`src/rtl/serial_frame_router.sv`:
```
// serial_frame_router: frame sequencer for the 1-to-4 serial demultiplexer.
// Decodes start bit, 2-bit address (MSB first), DATA_BITS data bits
// (LSB first), optional even-parity bit and stop bit from Ser_In, drives
// the demux select and data-phase enable, and reports per-port completion.
// Optional feature macro: SERIAL_FRAME_PARITY_EN (adds the parity bit,
// PARITY state and a functional parity_err; otherwise parity_err is 0).
module serial_frame_router #(
  parameter int DATA_BITS = 8
) (
  input  logic                 clk,
  input  logic                 rst,
  input  logic                 Ser_In,
  output logic [1:0]           port_num,
  output logic                 data_en,
  output logic                 busy,
  output logic [DATA_BITS-1:0] data_out,
  output logic [3:0]           port_valid,
  output logic                 frame_err,
  output logic                 parity_err
);

  localparam int CW = $clog2(DATA_BITS + 1);
  localparam logic [CW-1:0] LAST_DATA = CW'(DATA_BITS - 1);
  localparam logic [CW-1:0] CNT_ONE   = CW'(1);

`ifdef SERIAL_FRAME_PARITY_EN
  typedef enum logic [2:0] {IDLE, ADDR, DATA, PARITY, STOP} state_t;
`else
  typedef enum logic [1:0] {IDLE, ADDR, DATA, STOP} state_t;
`endif

  state_t               state;
  logic [CW-1:0]        bit_cnt;
  logic                 addr_msb;
  logic [DATA_BITS-1:0] shreg;
  logic [DATA_BITS-1:0] shreg_next;
  logic                 par_acc;
  logic                 stop_par_bad;

  // Data enters at the MSB end so the first (LSB) bit ends up at bit 0.
  if (DATA_BITS > 1) begin : g_shift_wide
    assign shreg_next = {Ser_In, shreg[DATA_BITS-1:1]};
  end else begin : g_shift_one
    assign shreg_next = Ser_In;
  end

`ifdef SERIAL_FRAME_PARITY_EN
  logic par_bad;
  assign stop_par_bad = par_bad;
`else
  assign stop_par_bad = 1'b0;
  assign parity_err   = 1'b0;
`endif

  assign data_en = (state == DATA);
  assign busy    = (state != IDLE);

  // Frame sequencer with registered select, data word and result pulses.
  always_ff @(posedge clk or posedge rst) begin
    if (rst) begin
      state      <= IDLE;
      bit_cnt    <= '0;
      addr_msb   <= 1'b0;
      shreg      <= '0;
      par_acc    <= 1'b0;
      port_num   <= 2'b00;
      data_out   <= '0;
      port_valid <= '0;
      frame_err  <= 1'b0;
`ifdef SERIAL_FRAME_PARITY_EN
      par_bad    <= 1'b0;
      parity_err <= 1'b0;
`endif
    end else begin
      port_valid <= '0;
      frame_err  <= 1'b0;
`ifdef SERIAL_FRAME_PARITY_EN
      parity_err <= 1'b0;
`endif
      case (state)
        IDLE: begin
          if (!Ser_In) begin
            state   <= ADDR;
            bit_cnt <= '0;
          end
        end
        ADDR: begin
          if (bit_cnt == '0) begin
            addr_msb <= Ser_In;
            bit_cnt  <= CNT_ONE;
          end else begin
            port_num <= {addr_msb, Ser_In};
            bit_cnt  <= '0;
            par_acc  <= 1'b0;
            state    <= DATA;
          end
        end
        DATA: begin
          shreg   <= shreg_next;
          par_acc <= par_acc ^ Ser_In;
          if (bit_cnt == LAST_DATA) begin
            bit_cnt <= '0;
`ifdef SERIAL_FRAME_PARITY_EN
            state   <= PARITY;
`else
            state   <= STOP;
`endif
          end else begin
            bit_cnt <= bit_cnt + 1'b1;
          end
        end
`ifdef SERIAL_FRAME_PARITY_EN
        PARITY: begin
          par_bad <= (Ser_In != par_acc);
          state   <= STOP;
        end
`endif
        STOP: begin
          frame_err <= !Ser_In;
`ifdef SERIAL_FRAME_PARITY_EN
          parity_err <= par_bad;
          par_bad    <= 1'b0;
`endif
          if (Ser_In && !stop_par_bad) begin
            data_out   <= shreg;
            port_valid <= 4'b0001 << port_num;
          end
          state <= IDLE;
        end
        default: state <= IDLE;
      endcase
    end
  end

endmodule

```
`config.mk`:
```
export PLATFORM = sky130hd
export DESIGN_NAME = serial_frame_router
export DESIGN_NICKNAME = d
export VERILOG_FILES = /design/src/rtl/serial_frame_router.sv
export SDC_FILE = /design/constraint.sdc
export NUM_CORES = 1
export LEC_CHECK = 0
export CAP_MARGIN = 20
export CORE_MARGIN = 5
export CORE_UTILIZATION = 30
export DETAILED_ROUTE_END_ITERATION = 8
export DONT_BUFFER_PORTS = 1
export GPL_TIMING_DRIVEN = 0
export SLEW_MARGIN = 30
export SYNTH_ARGS = -nofsm -noshare
export SYNTH_HDL_FRONTEND = slang
export SYNTH_SLANG_ARGS = --single-unit
```
`constraint.sdc`:
```
create_clock -name clk -period 1.7 [get_ports clk]
set_clock_uncertainty 0.2 [all_clocks]
set_input_delay 0.085 -clock clk [delete_from_list [all_inputs] [get_ports clk]]
set_output_delay 0.085 -clock clk [all_outputs]
set_load 0.01 [all_outputs]
```
# ---- After elaboration in Yosys (flattened, before gate mapping)
# Index checks and enable logic that the tools add are counted.
dict set report word_totals {
  ff_bits 30
  input_bits 3
  out_inout_bits 18
  wordCells 39
}
dict set report op_classes {
  addsub 1
  n_eq_ne 7
  n_shift 1
  muxes 11
  bitwise 1
  reduce_logical 10
}
# cell count
set ops {}
lappend ops {{2-to-1 mux 4 bit} 4}
lappend ops {{one-hot mux 4 bit (3 select lines)} 1}
lappend ops {{one-hot mux 2 bit (4 select lines)} 1}
lappend ops {{AND reduction 2 bit} 4}
lappend ops {{2-to-1 mux 2 bit} 3}
lappend ops {{adder 4 x 1 -> 4 bit, second input constant} 1}
lappend ops {{== test 2 bit, second input constant} 2}
lappend ops {{== test 4 x 3 -> 1 bit, second input constant} 1}
lappend ops {{zero test 4 bit} 1}
lappend ops {{!= test 2 bit, second input constant} 2}
lappend ops {{left shift 1 x 2 -> 4 bit, first input constant} 1}
lappend ops {{AND reduction 3 bit} 1}
lappend ops {{nonzero test 3 bit} 1}
lappend ops {{== test 2 x 1 -> 1 bit, second input constant} 1}
lappend ops {{zero test 2 bit} 1}
lappend ops {{2-to-1 mux 1 bit} 2}
lappend ops {{!= test 2 x 1 -> 1 bit, second input constant} 1}
lappend ops {{nonzero test 2 bit} 1}
lappend ops {{zero test 1 bit} 1}
lappend ops {{inverter 1 bit} 1}

# ---- Logic depth before layout (Yosys ltp)
dict set report logic_depth {
  ltp_word 3
  ltp_mapped 6
  depth_no_buf 5
}

# ---- Worst setup path after synthesis
# No wires, ideal clock.
dict set report synth_timing {
  path_kind {register to register}
  start {register state[0]}
  end {register shreg[7]}
  setup_time_ns 0.125
  t_arrival_ns 1.508
  required_ns 1.375
  setup_slack_ns -0.133
  path_stages_with_launch 6
  path_buffers 2
  period_less_slack_ns 1.833
  cell_sequence {dfrtp_1 > inv_1 > ha_1 > clkbuf_1 > buf_2 > mux2_2}
}
dict set report synth_via {
  elab_chain_cells 1
}
# item line_no
set synth_lines {}
lappend synth_lines {{from (decl)} 32} ;# state_t state;
lappend synth_lines {{from (signal assigned)} 61} ;# state <= IDLE;
lappend synth_lines {{from (signal assigned)} 83} ;# state <= ADDR;
lappend synth_lines {{from (signal assigned)} 95} ;# state <= DATA;
lappend synth_lines {{== test 2 bit} --}
lappend synth_lines {{net data_en} 14} ;# output logic data_en,
lappend synth_lines {{to (signal assigned)} 99} ;# shreg <= shreg_next;
lappend synth_lines {{to (decl)} 35} ;# logic [DATA_BITS-1:0] shreg;
# The timed path passes the listed nets, and every way through them passes these cells.
# A chain may end at the register's enable or synchronous reset.

# ---- Worst setup path after layout
dict set report layout_timing {
  start {register state[0]}
  end {register bit_cnt[3]}
}
dict set report layout_via {
  elab_chain_cells 3
  elab_cells_between_ends 7
  cone_classes {3 x eq/ne; 1 x mux; 3 x reduce/logical}
}
# item line_no
set layout_lines {}
lappend layout_lines {{== test 2 bit (tied with other cells)} 80} ;# case (state)
lappend layout_lines {{nonzero test 3 bit (no line) / != test 2 bit (equally long branches)} --}
lappend layout_lines {{AND reduction 2 bit (no line)} --}
lappend layout_lines {{to (signal assigned)} 109} ;# bit_cnt <= bit_cnt + 1'b1;
lappend layout_lines {{to (decl)} 33} ;# logic [CW-1:0] bit_cnt;
# Parallel ways exist; a longest one is shown, timed or not.

==> flow_summary.json <==
{
  "cp_max_fo": 3,
  "r2r_end": "bit_cnt[3]",
  "wirelength_um": 2500,
  "hpwl_um": 1730,
  "die_x_um": 76.6,
  "fmax_ghz": 0.567,
  "syn_nets": 110,
  "cts_max_level": 2,
  "syn_area_um2": 1330,
  "place_ws_ns": -0.129,
  "synth_seq_area_share_pct": 56.4,
  "numCtsBuffers": 5,
  "grt_pass1_wl_um": 4290,
  "rows": 24,
  "fin_crit_sh_pct": 104,
  "port_buffers": 0,
  "synth_cell_types": 30,
  "root_buffer": "clkbuf_8",
  "synth_edf_count": 0,
  "dieArea_um2": 5870,
  "irDropWorstVdd_v": 0.000586,
  "synth_top_family_by_area": "multiplexers",
  "hold_slack_ns": -0.243,
  "grt_usage_pct": 9.21,
  "first_global_vias": 859,
  "clockBufferDepth": 2,
  "final_cells": 169,
  "synth-compound-area-share_pct": 5.55,
  "whs_path_depth": 1,
  "dr_total_vias": 814,
  "vias_per_cell": 4.82,
  "setup_viol": 3,
  "gp_congestion": 0.801,
  "p_sw_share_pct": 32.1,
  "final_cell_area_um2": 1700,
  "cp.arrival_ns": 1.77,
  "final_cell_mix": "dfrtp_1, mux2_2, buf_4",
  "dp.cells": 152,
  "grt_max_degree": 31,
  "final_hold_viol_count": 12,
  "min_from": "Ser_In",
  "first_pass_iters": 4,
  "start_kind": "flip-flop",
  "netlist_instances": 100,
  "cts_tree": "built",
  "fin_setup_tns_ns": -0.0836,
  "fin_util_pct": 39.3,
  "switchingPower_mw": 1.12,
  "coreArea_um2": 4320,
  "slew-limit-headroom_pct": 59.5,
  "synth.area.mux_share_pct": 17.6,
  "maxCapViolCount": 0,
  "power_mw": 3.50,
  "start_util_pct": 30.8,
  "worstReg2RegStart": "state[0]",
  "antenna_found_initial": 0,
  "placed_area_um2": 1420,
  "critPathCaptureType": "flip-flop",
  "fin_nets": 126,
  "dr.first_iter.drc_count": 29,
  "power_density_nw_per_um2": 2060,
  "crit_required_ns": 1.70,
  "leakagePower_nw": 0.753,
  "slew_viol_final": 0,
  "synth_fa_ha_area_share_pct": 6.59,
  "die_h_um": 76.6,
  "criticalPathCategory": "reg2reg",
  "postRouteAntennaNets": 0,
  "status": "finished with violations",
  "min_to": "port_num[0]",
  "clkLatencyLatePin_ns": 0.28,
  "p_int_mw": 2.38,
  "path_clk_slew_ns": 0.06,
  "antenna_cells": 0,
  "grt_setup_unrepaired": "yes",
  "async_reset_ff_share_pct": 100,
  "final_common_cell": "dfrtp_1",
  "synth_area_per_cell_um2": 13.3,
  "power_frac_seq_pct": 36.8,
  "worst_pin_slew_ns": 0.607,
  "worst_slack_ns": -0.0626,
  "r2r_cells": 5,
  "area_growth_pct": 27.8,
  "yosys_warnings": 0,
  "io_pins": 21,
  "combinationalPowerShare_pct": 38.1,
  "clock_power_share_pct": 25.2,
  "synth-seq-cells": 30,
  "drive_gt1_share_pct": 50.4,
  "ff2ff_setup_slack_ns": -0.06,
  "ctsHoldBuffers": 1,
  "violations": "hold timing, setup timing",
  "min_period_ns": 1.76,
  "synth_xor_area_share_pct": 0,
  "grt-ovfl-total": 0,
  "drc": 0,
  "synth-main-ff-cell": "dfrtp_1",
  "hp-class": "in2reg",
  "clock-sinks": 30,
  "wl_per_cell_um": 14.8,
  "yosys.area_share.simple_pct": 9.69
}
==> per-layer routing <==
metal	GRT usage, %	vias to the layer above	wire (µm)
li1	-	382	-
met1	10.3	406	1070
met2	15.2	20	1270
met3	4.49	6	123
met4	3.32	0	38
met5	0	-	0
==> worst max-delay path, cell delays in order (launching register included) <==
cell and delay [ns]:
dfrtp_1 0.40, inv_2 0.09, ha_4 0.18, a21o_4 0.21
or4_4 0.48, o211ai_2 0.14
==> power groups by stage <==
stage	clock network (mW)	registers [mW]	logic, mW
floorplan	0	1.23	0.821
global placement	0	1.30	0.952
detailed placement	0	1.31	1.01
CTS	0.904	1.30	1.23
global route	0.930	1.33	1.46
finish	0.881	1.29	1.33
==> what timing repair did <==
item / CTS / global route
hold endpoints to repair: 42 / 11
resized for setup: 8 / 8
pin swaps: 2 / 1
setup endpoints to repair: 10 / 18
setup buffers: 5 / 3
==> sequential cells by signal, summed over array words and instances, names as in the netlist <==
register / flops
data_out: 8
shreg: 8
bit_cnt: 4
port_valid: 4
port_num: 2
state: 2
addr_msb: 1
frame_err: 1
==> logic make-up after synthesis <==
group	after synthesis
AOI/OAI and AO/OA	9
and+or+nand+nor	20
muxes	21
other	1
DFF	30
adders and majority gates	7
buffers and inverters	12
==> final cells by class <==
cell class	count	area, µm²
Clock inverter	2	60.1
Buffer	4	43.8
Clock buffer	6	82.6
Sequential cell	30	751
Fill cell	416	2630
Inverter	8	35.0
Tap cell	52	65.1
Multi-Input combinational cell	58	592
Timing Repair Buffer	9	70.1
==> worst max-delay path by stage <==
stage                         from    endpoint  slack, ns  cells after the start
after floorplan           state[0]  bit_cnt[3]      0.004                      5
after global placement    state[0]    shreg[5]      -0.11                      5
after detailed placement  state[0]    shreg[7]      -0.13                      5
after CTS                 state[0]  bit_cnt[3]      -0.03                      5
after global routing      state[0]  bit_cnt[3]      -0.09                      5
final                     state[0]  bit_cnt[3]      -0.06                      5
==> synth_stat cells, drive strengths merged, types with 2 or more instances <==
master / count / area (µm²)
buf: 3 / 17.5
dfrtp: 30 / 751
ha: 7 / 87.6
inv: 7 / 26.3
mux2: 19 / 214
mux2i: 2 / 20.0
nand2: 5 / 18.8
nand2b: 2 / 12.5
nand3: 2 / 10.0
nor3b: 2 / 15.0
o21ai: 2 / 10.0
o31ai: 2 / 15.0
Note: power is estimated with default switching activity, not from simulation.
